$ cat src/rtl/logic_gate_pkg.sv
// Shared opcode definitions for the logic gate unit and its gate cell.
package logic_gate_pkg;

    // Opcode that selects which gate result drives f_o.
    typedef logic [2:0] opcode_t;

    localparam opcode_t OP_AND  = 3'd0;
    localparam opcode_t OP_OR   = 3'd1;
    localparam opcode_t OP_NOT  = 3'd2;
    localparam opcode_t OP_NAND = 3'd3;
    localparam opcode_t OP_NOR  = 3'd4;
    localparam opcode_t OP_XOR  = 3'd5;
    localparam opcode_t OP_XNOR = 3'd6;
    localparam opcode_t OP_BUF  = 3'd7;

    localparam int unsigned NUM_OPS = 8;

endpackage : logic_gate_pkg

$ cat src/rtl/logic_gate_unit_cell.sv
// Purely combinational gate cell: the six fixed gate results plus the
// opcode-selected result. Every output bit depends only on the same bit
// of a_i and b_i.
module gate_cell
    import logic_gate_pkg::*;
#(
    parameter int unsigned WIDTH = 1
) (
    input  logic [WIDTH-1:0] a_i,
    input  logic [WIDTH-1:0] b_i,
    input  opcode_t          sel_i,
    output logic [WIDTH-1:0] and_o,
    output logic [WIDTH-1:0] or_o,
    output logic [WIDTH-1:0] not_o,
    output logic [WIDTH-1:0] nand_o,
    output logic [WIDTH-1:0] nor_o,
    output logic [WIDTH-1:0] xor_o,
    output logic [WIDTH-1:0] f_o
);

    // Fixed gate bank; b_i plays no part in NOT.
    always_comb begin
        and_o  = a_i & b_i;
        or_o   = a_i | b_i;
        not_o  = ~a_i;
        nand_o = ~(a_i & b_i);
        nor_o  = ~(a_i | b_i);
        xor_o  = a_i ^ b_i;
    end

    // Opcode mux; the 3-bit opcode space is fully decoded, the default only
    // keeps the block free of latches.
    always_comb begin
        f_o = '0;
        unique case (sel_i)
            OP_AND:  f_o = a_i & b_i;
            OP_OR:   f_o = a_i | b_i;
            OP_NOT:  f_o = ~a_i;
            OP_NAND: f_o = ~(a_i & b_i);
            OP_NOR:  f_o = ~(a_i | b_i);
            OP_XOR:  f_o = a_i ^ b_i;
            OP_XNOR: f_o = ~(a_i ^ b_i);
            OP_BUF:  f_o = a_i;
            default: f_o = '0;
        endcase
    end

endmodule : gate_cell

$ cat src/rtl/logic_gate_unit.sv
// Registered logic gate unit: a gate cell followed by one valid-qualified
// register stage.
//
// Handshake: valid_i is a pure strobe with no backpressure. When valid_i=1
// at a rising edge, a_i/b_i/sel_i are consumed and every result register is
// updated; valid_o is high for exactly the following cycle. When valid_i=0
// the result registers hold and valid_o=0, so operand values (even unknown
// ones) are ignored. Reset zeroes every output (including not_o, nand_o and
// nor_o) and has priority over valid_i.
module logic_gate_unit
    import logic_gate_pkg::*;
#(
    parameter int unsigned WIDTH = 1
) (
    input  logic             clk_i,
    input  logic             rst_i,
    input  logic             valid_i,
    input  logic [WIDTH-1:0] a_i,
    input  logic [WIDTH-1:0] b_i,
    input  logic [2:0]       sel_i,
    output logic             valid_o,
    output logic [WIDTH-1:0] and_o,
    output logic [WIDTH-1:0] or_o,
    output logic [WIDTH-1:0] not_o,
    output logic [WIDTH-1:0] nand_o,
    output logic [WIDTH-1:0] nor_o,
    output logic [WIDTH-1:0] xor_o,
    output logic [WIDTH-1:0] f_o
);

    logic [WIDTH-1:0] and_d,  and_q;
    logic [WIDTH-1:0] or_d,   or_q;
    logic [WIDTH-1:0] not_d,  not_q;
    logic [WIDTH-1:0] nand_d, nand_q;
    logic [WIDTH-1:0] nor_d,  nor_q;
    logic [WIDTH-1:0] xor_d,  xor_q;
    logic [WIDTH-1:0] f_d,    f_q;
    logic             valid_q;

    gate_cell #(
        .WIDTH (WIDTH)
    ) u_gate_cell (
        .a_i    (a_i),
        .b_i    (b_i),
        .sel_i  (opcode_t'(sel_i)),
        .and_o  (and_d),
        .or_o   (or_d),
        .not_o  (not_d),
        .nand_o (nand_d),
        .nor_o  (nor_d),
        .xor_o  (xor_d),
        .f_o    (f_d)
    );

    // Valid strobe: one-cycle pulse per accepted sample, cleared by reset.
    always_ff @(posedge clk_i) begin
        if (rst_i) begin
            valid_q <= 1'b0;
        end else begin
            valid_q <= valid_i;
        end
    end

    // Result registers: cleared by reset, loaded on valid_i, otherwise held.
    always_ff @(posedge clk_i) begin
        if (rst_i) begin
            and_q  <= '0;
            or_q   <= '0;
            not_q  <= '0;
            nand_q <= '0;
            nor_q  <= '0;
            xor_q  <= '0;
            f_q    <= '0;
        end else if (valid_i) begin
            and_q  <= and_d;
            or_q   <= or_d;
            not_q  <= not_d;
            nand_q <= nand_d;
            nor_q  <= nor_d;
            xor_q  <= xor_d;
            f_q    <= f_d;
        end
    end

    assign valid_o = valid_q;
    assign and_o   = and_q;
    assign or_o    = or_q;
    assign not_o   = not_q;
    assign nand_o  = nand_q;
    assign nor_o   = nor_q;
    assign xor_o   = xor_q;
    assign f_o     = f_q;

endmodule : logic_gate_unit

$ cat config.mk
export PLATFORM = sky130hd
export DESIGN_NAME = logic_gate_unit
export DESIGN_NICKNAME = d
export VERILOG_FILES = /design/src/rtl/logic_gate_pkg.sv /design/src/rtl/logic_gate_unit_cell.sv /design/src/rtl/logic_gate_unit.sv
export SDC_FILE = /design/constraint.sdc
export NUM_CORES = 1
export LEC_CHECK = 0
export BUFFER_PORTS_ARGS = -buffer_cell sky130_fd_sc_hd__buf_2
export CAP_MARGIN = 0
export CORE_AREA = 2 2 39 41
export DETAILED_ROUTE_END_ITERATION = 8
export DIE_AREA = 0 0 41 43
export SLEW_MARGIN = 0
export SYNTH_ARGS = -nofsm -noshare
export SYNTH_HDL_FRONTEND = slang
export SYNTH_HIERARCHICAL = 1
export SYNTH_SLANG_ARGS = --single-unit
$ cat constraint.sdc
create_clock -name clk_i -period 1.5 [get_ports clk_i]
set_clock_uncertainty 0.15 [all_clocks]
set_input_delay 0.3 -clock clk_i [delete_from_list [all_inputs] [get_ports clk_i]]
set_output_delay 0.3 -clock clk_i [all_outputs]
set_load 0.005 [all_outputs]
==> flow_summary.ini, run 1 <==
[clock_tree]
cts.clk_slew.worst_paths_ps = 60
cts_tree = built
clock_latency_ps = 250
cts_setup_buffers = 0
clockRootBuffer = clkbuf_4
ctsLongestPathBuffers = 2
ctsHtreeMaxLevel = 1
cts_hold_buf = 0
cts_buffers = 3
cts-resized-gates = 0
cts.sinks = 8

[place]
placed_area_sq_um = 529
port-buffer-count = 15
post-place-cells = 71
place_congestion = 0.688
dp_slack_ps = -253
dp_hpwl_microns = 576

[power_and_ir_drop]
swShare = 0.252
p_leak_uw = 0.000290
p_int_uw = 375
pwr-share-seq = 0.463
powerDensity_nw_per_um2 = 896
total_power_uw = 501
comb_power_share = 0.201
p_clk_frac = 0.336
switchingPower_uw = 126
irDropWorstVdd_mv = 0.375

[final_layout]
final_nets = 70
syn2layout_area_growth_pct = 45.6
multiInputGateArea_sq_um = 204
drive_gt1_frac = 0.483
area.sequential_sq_um = 160
layout.cells.non_filler = 74
fill_cells = 147
diodes = 0
fin_area_sq_um = 559

[worst_setup_path]
crit_arrival_ps = 1460
crit_fanout = 3
cp.required_ps = 1490
crit_chain = clkbuf_4 -> inv_8 -> ha_4 -> mux2i_1 -> mux4_2 -> mux2i_1 -> nor2_1
cpPeakStageDelay_ps = 460
critPathLaunchType = primary input
end_kind = flip-flop
cp_top_family = multiplexers
crit_type = in2reg
cp.buffers_inverters = 2
slowest_stage = mux4_2
cpMostUsedCell = mux2i_1

[timing]
slew_viol_final = 0
final.setup.worst_slack_ps = 38.2
slew_headroom = 0.854
hold_ws_ps = 176
period_needed_ps = 1460
timing.final.crit_share = 0.975
max_freq_ghz = 0.684
worst_slew_pin_slew_ps = 219
setup_viol_count_final = 0
finalHoldViolations = 0
rsz0062_at_grt = false

[run_status]
outcome = finished, final reports clean

[die]
dieArea_sq_um = 1760
die_x_microns = 41
die_h_microns = 43
start_util = 0.278
core_area_sq_um = 1380
ios = 16
rows = 14

[global_route]
grt.overflow.total = 0
grt_max_degree = 9
grt_pass1_vias = 265
antenna_found_initial = 0
grt_usage = 0.0933
grt_pass1_wl_microns = 1040

[route]
wl_per_cell_microns = 9.82
drtIter0Drc = 3
drc = 0
num_vias = 318
viasPerCell = 4.30
drt_wl_total_microns = 727
antenna_left = 0
firstDrtPassIters = 4

[flow_run]
drv_cap = 0

[logic_synthesis]
postSynthAreaPerCell_sq_um = 10.1
syn_area_sq_um = 384
netlist_instances = 38
synth_cell_types = 12
yosys_register_bits = 8
synth_nets = 48
yosysSeqAreaShare = 0.417
yosys_warnings = 6

[worst_hold_path]
min_path_type = in2reg
[power by group through the flow]
stage	Sequential (uW)	Clock, uW	Combinational [uW]
after floorplan	238	0	58.0
after global placement	237	0	98.4
after detailed placement	237	0	100
after CTS	232	174	100
after global routing	234	184	112
final	232	168	101
[final cells by class]
cell class                      instances  area share
Timing Repair Buffer                   20       0.210
Sequential cell                         8       0.286
Multi-Input combinational cell         23       0.365
Tap cell                               16      0.0358
Clock buffer                            3      0.0403
Inverter                                4      0.0626
[final timing paths]
check | slack [ps] | from | cells past startpoint | to
setup / recovery | 40 | a_i | 7 | f_o
hold / removal | 180 | rst_i | 2 | xor_o
setup reg to reg | 760 | nor_o | 2 | nor_o
hold reg to reg | 340 | nand_o | 2 | nand_o
[registers in the layout, summed over array words and instances, names as in the netlist]
name	flops
nand_o	1
f_o	1
or_o	1
not_o	1
nor_o	1
xor_o	1
and_o	1
valid_o	1
[synthesized netlist by cell type]
cell type | count | area [sq um]
buf_6 | 1 | 11.3
mux2i_1 | 10 | 100
clkbuf_2 | 1 | 5.00
nor2b_1 | 1 | 6.26
nand2_1 | 1 | 3.75
mux4_2 | 1 | 22.5
dfxtp_1 | 8 | 160
clkbuf_1 | 1 | 3.75
inv_1 | 4 | 15.0
ha_1 | 2 | 25.0
nor2_1 | 7 | 26.3
o21ai_0 | 1 | 5.00
[routing by layer]
| metal | vias up | GRT usage | wire (microns) |
|---|---|---|---|
| met4 | 0 | 0.0600 | 0 |
| met1 | 145 | 0.103 | 334 |
| met3 | 0 | 0.0628 | 49 |
| met2 | 8 | 0.125 | 343 |
| li1 | 165 | - | - |
| met5 | - | 0 | 0 |
[layout by cell type, fill, tap and decap left out, types with 2 or more instances in the layout]
cell	n
buf_2	13
buf_4	6
clkbuf_4	4
dfxtp_1	8
inv_1	2
mux2i_1	10
nor2_1	7
[logic make-up after synthesis]
| group | count (synthesis) | synth area share |
|---|---|---|
| AOI/OAI and AO/OA | 1 | 0.0130 |
| adders and majority gates | 2 | 0.0651 |
| buffers and inverters | 7 | 0.0912 |
| DFF | 8 | 0.417 |
| muxes | 11 | 0.319 |
| and+or+nand+nor | 9 | 0.0945 |
[through the flow]
| stage | TNS (ps) | utilization |
|---|---|---|
| after floorplan | -14.3 | - |
| after global routing | 0 | 0.404 |
| after CTS | 0 | 0.399 |
| final | 0 | 0.404 |
| after detailed placement | -253 | 0.382 |
| after global placement | -231 | 0.382 |
Power figures use the tool's default switching activity.
==> inputs of run 2 (changes only) <==
==> constraint.sdc (replaced) <==
create_clock -name clk_i -period 1.6 [get_ports clk_i]
set_clock_uncertainty 0.15 [all_clocks]
set_input_delay 0.32 -clock clk_i [delete_from_list [all_inputs] [get_ports clk_i]]
set_output_delay 0.32 -clock clk_i [all_outputs]
set_load 0.005 [all_outputs]
==> run 2 against run 1 <==
Effect of this change: setup slack gained 77 ps; sequential cell count is the same; utilization shrank 2.0 points; die area is the same; non-clock buffer count is the same; sequential power shrank 6%; combinational power shrank 15%; worst hold slack gained 19 ps; routed wire length shrank 6.3%; largest cell class unchanged.
==> flow_summary.ini, run 2 (same netlist as run 1, synthesis figures left out) <==
[timing]
timing.final.crit_share = 0.928
hold_ws_ps = 195
final.setup.worst_slack_ps = 116
finalHoldViolations = 0
slew_viol_final = 0
max_freq_ghz = 0.674
setup_viol_count_final = 0
worst_slew_pin_slew_ps = 220
slew_headroom = 0.853
period_needed_ps = 1480
rsz0062_at_grt = false

[final_layout]
final_common_cell = buf_2
area.sequential_sq_um = 160
multiInputGateArea_sq_um = 201
final_core_util = 0.384
syn2layout_area_growth_pct = 38.4
mostFrequentLayoutCells = buf_2 (15), mux2i_1 (10), dfxtp_1 (8)
fill_cells = 149
layout.cells.non_filler = 74
final_nets = 70
diodes = 0
drive_gt1_frac = 0.448

[worst_setup_path]
crit_chain = buf_2 -> inv_1 -> ha_4 -> nand2_1 -> o21ai_0 -> mux4_2 -> mux2i_1 -> nor2_1
crit_fanout = 3
critPathLaunchType = primary input
reg2reg_depth = 2
cp.required_ps = 1590
cp_top_family = multiplexers
crit_type = in2reg
cp.buffers_inverters = 2
slowest_stage = mux4_2
timing.rr.start = not_o
end_kind = flip-flop
crit_arrival_ps = 1480
r2r_slack_ps = 860
r2r_end = not_o
cpPeakStageDelay_ps = 440

[die]
die_h_microns = 43
rows = 14
dieArea_sq_um = 1760
die_x_microns = 41
ios = 16
start_util = 0.278
core_area_sq_um = 1380

[power_and_ir_drop]
powerDensity_nw_per_um2 = 853
irDropWorstVdd_mv = 0.287
p_leak_uw = 0.000286

[clock_tree]
cts_hold_buf = 0
cts_setup_buffers = 0
ctsLongestPathBuffers = 2
clockRootBuffer = clkbuf_4
cts_buffers = 3
cts.clk_slew.worst_paths_ps = 50
cts.sinks = 8
cts-resized-gates = 0
cts_tree = built
ctsHtreeMaxLevel = 1
clock_latency_ps = 250

[place]
dp_hpwl_microns = 554
post-place-cells = 71
place_congestion = 0.703
port-buffer-count = 15
dp_slack_ps = -155

[route]
drt_wl_total_microns = 681
num_vias = 319
drtIter0Drc = 2
viasPerCell = 4.31
firstDrtPassIters = 2
wl_per_cell_microns = 9.20
drc = 0
antenna_left = 0

[global_route]
grt_pass1_vias = 310
grt_pass1_wl_microns = 1110
grt_max_degree = 9
grt.overflow.total = 0
antenna_found_initial = 0
grt_usage = 0.0934

[flow_run]
drv_cap = 0

[worst_hold_path]
hold_path_end = valid_o
holdCritStartpoint = rst_i
hold_depth = 2
min_path_type = in2reg

[run_status]
outcome = finished, final reports clean
==> run 2: worst max path at each step <==
stage / end / slack, ps / startpoint / depth (start not counted)
after floorplan: f_o / 9 / b_i / 7
after global placement: f_o / -140 / b_i / 8
after detailed placement: f_o / -160 / b_i / 8
after CTS: f_o / 120 / b_i / 8
after global routing: f_o / 80 / b_i / 8
final: f_o / 120 / b_i / 8
==> run 2: final cells by class <==
cell class	count	area share
repair buffers	20	0.212
clock buffers	3	0.0424
inverters	4	0.0282
well taps	16	0.0376
multi-input cells	23	0.379
flip-flops and latches	8	0.301
==> run 2: per-stage QoR <==
stage	area [sq um]	total power, uW	TNS [ps]
finish	532	454	0
global route	532	488	0
CTS	532	468	0
detailed placement	509	309	-155
global placement	509	307	-139
floorplan	397	275	0
==> run 2: metal layers <==
| metal | share of wire | wire length, microns | up-vias | track usage |
|---|---|---|---|---|
| li1 | - | - | 166 | - |
| met1 | 0.45 | 304 | 142 | 0.113 |
| met2 | 0.48 | 328 | 11 | 0.134 |
| met3 | 0.070 | 48 | 0 | 0.0314 |
| met4 | 0 | 0 | 0 | 0.0600 |
| met5 | 0 | 0 | - | 0 |
==> run 2: power breakdown <==
| group | switching [uW] | total, uW | leakage, uW | internal, uW |
|---|---|---|---|---|
| registers | 4.93 | 217 | 0.0000661 | 212 |
| logic | 36.9 | 86.0 | 0.000206 | 49.1 |
| clock network | 65.0 | 151 | 0.0000138 | 85.6 |
| total | 107 | 454 | 0.000286 | 347 |
==> inputs of run 3 (changes only) <==
--- a/config.mk
+++ b/config.mk
@@ -7,9 +7,9 @@
 export LEC_CHECK = 0
 export BUFFER_PORTS_ARGS = -buffer_cell sky130_fd_sc_hd__buf_2
 export CAP_MARGIN = 0
-export CORE_AREA = 2 2 39 41
+export CORE_AREA = 4 4 41 43
 export DETAILED_ROUTE_END_ITERATION = 8
-export DIE_AREA = 0 0 41 43
+export DIE_AREA = 0 0 45 47
 export SLEW_MARGIN = 0
 export SYNTH_ARGS = -nofsm -noshare
 export SYNTH_HDL_FRONTEND = slang
==> run 3 against run 2 <==
Effect of this change: sequential share of layout area increased by 0.071 points; sequential power is essentially flat; combinational power grew 1%; global-route usage down 0.54 points; routed wire length up 6.6%; setup slack improved by 3.0 ps; die area grew 20%; critical path depth stayed put; critical endpoint unchanged; largest cell class unchanged.
==> flow_summary.ini, run 3 (same netlist as run 1, synthesis figures left out) <==
[final_layout]
fill_cells = 154
final_common_cell = buf_2
area.sequential_sq_um = 160
diodes = 0
drive_gt1_frac = 0.448
final_nets = 70
syn2layout_area_growth_pct = 38.1
multiInputGateArea_sq_um = 201
mostFrequentLayoutCells = buf_2 (15), mux2i_1 (10), dfxtp_1 (8)

[global_route]
antenna_found_initial = 0
grt_max_degree = 9
grt.overflow.total = 0
grt_pass1_vias = 322
grt_usage = 0.0880
grt_pass1_wl_microns = 1290

[die]
ios = 16
dieArea_sq_um = 2120
core_area_sq_um = 1300
start_util = 0.295
rows = 13
die_h_microns = 47
die_x_microns = 45

[timing]
finalHoldViolations = 0
final.setup.worst_slack_ps = 119
slew_viol_final = 0
setup_viol_count_final = 0
max_freq_ghz = 0.675
slew_headroom = 0.853
worst_slew_pin_slew_ps = 221
fin_tns_setup_ps = 0
timing.final.crit_share = 0.926
period_needed_ps = 1480
rsz0062_at_grt = false

[worst_setup_path]
crit_fanout = 3
path_depth = 8
slowest_stage = mux4_2
cpPeakStageDelay_ps = 440
cp.required_ps = 1590
r2r_end = xor_o
crit_arrival_ps = 1470
crit_chain = buf_2 -> inv_1 -> ha_4 -> nand2_1 -> o21ai_0 -> mux4_2 -> mux2i_1 -> nor2_1
cp_top_family = multiplexers
crit_path_start = b_i
r2r_slack_ps = 860
critPathLaunchType = primary input
cp.buffers_inverters = 2
end_kind = flip-flop
timing.rr.start = xor_o
reg2reg_depth = 2
crit_type = in2reg

[worst_hold_path]
holdCritStartpoint = rst_i
hold_path_end = valid_o
min_path_type = in2reg
hold_depth = 2

[route]
drt_wl_total_microns = 726
viasPerCell = 4.29
firstDrtPassIters = 3
wl_per_cell_microns = 9.95
num_vias = 313
antenna_left = 0
drtIter0Drc = 3
drc = 0

[flow_run]
drv_cap = 0

[clock_tree]
ctsLongestPathBuffers = 2
ctsHtreeMaxLevel = 1
cts-resized-gates = 0
clockRootBuffer = clkbuf_4
cts_setup_buffers = 0
cts_hold_buf = 0
clock_latency_ps = 240
cts_tree = built
cts_buffers = 3
cts.clk_slew.worst_paths_ps = 50
cts.sinks = 8

[place]
dp_hpwl_microns = 599
place_congestion = 0.683
port-buffer-count = 15
dp_slack_ps = -150

[run_status]
outcome = finished, final reports clean

[power_and_ir_drop]
powerDensity_nw_per_um2 = 850
p_leak_uw = 0.000286
irDropWorstVdd_mv = 0.477
## run 3: cell counts in the layout (fill, tap and decap cells not counted)
No cell type changed its count.
## run 3: worst max-delay path by stage
stage,to
2_1_floorplan,f_o
3_3_place_gp,f_o
3_5_place_dp,f_o
4_1_cts,f_o
5_1_grt,f_o
6_report,f_o
## run 3: layer usage
layer  part of all wire  up-vias  global-route usage
met5                  0        -                   0
met4                  0        0              0.0351
met3              0.074        0              0.0613
met2               0.51        9               0.141
met1               0.42      140              0.0894
li1                   -      164                   -
## run 3: through the flow
stage / std cells / power, uW / hold slack (ps) / instance area (sq um) / utilization
after floorplan: 38 / 275 / 335 / 397 / -
after global placement: 70 / 308 / 319 / 508 / 0.390
after detailed placement: 70 / 311 / 329 / 508 / 0.390
after CTS: 73 / 464 / 185 / 531 / 0.408
after global routing: 73 / 486 / 202 / 531 / 0.408
final: 73 / 451 / 194 / 531 / 0.408
## run 3: power by group
group	switching (uW)	internal [uW]	leakage, uW
logic	37.6	49.5	0.000206
clock network	60.8	85.3	0.0000138
registers	4.97	213	0.0000661
total	103	347	0.000286
## run 3: final cells by class
type,count,area share
clock buffers,3,0.0425
inverters,4,0.0283
multi-input cells,23,0.380
flip-flops and latches,8,0.302
well taps,15,0.0354
repair buffers,20,0.212
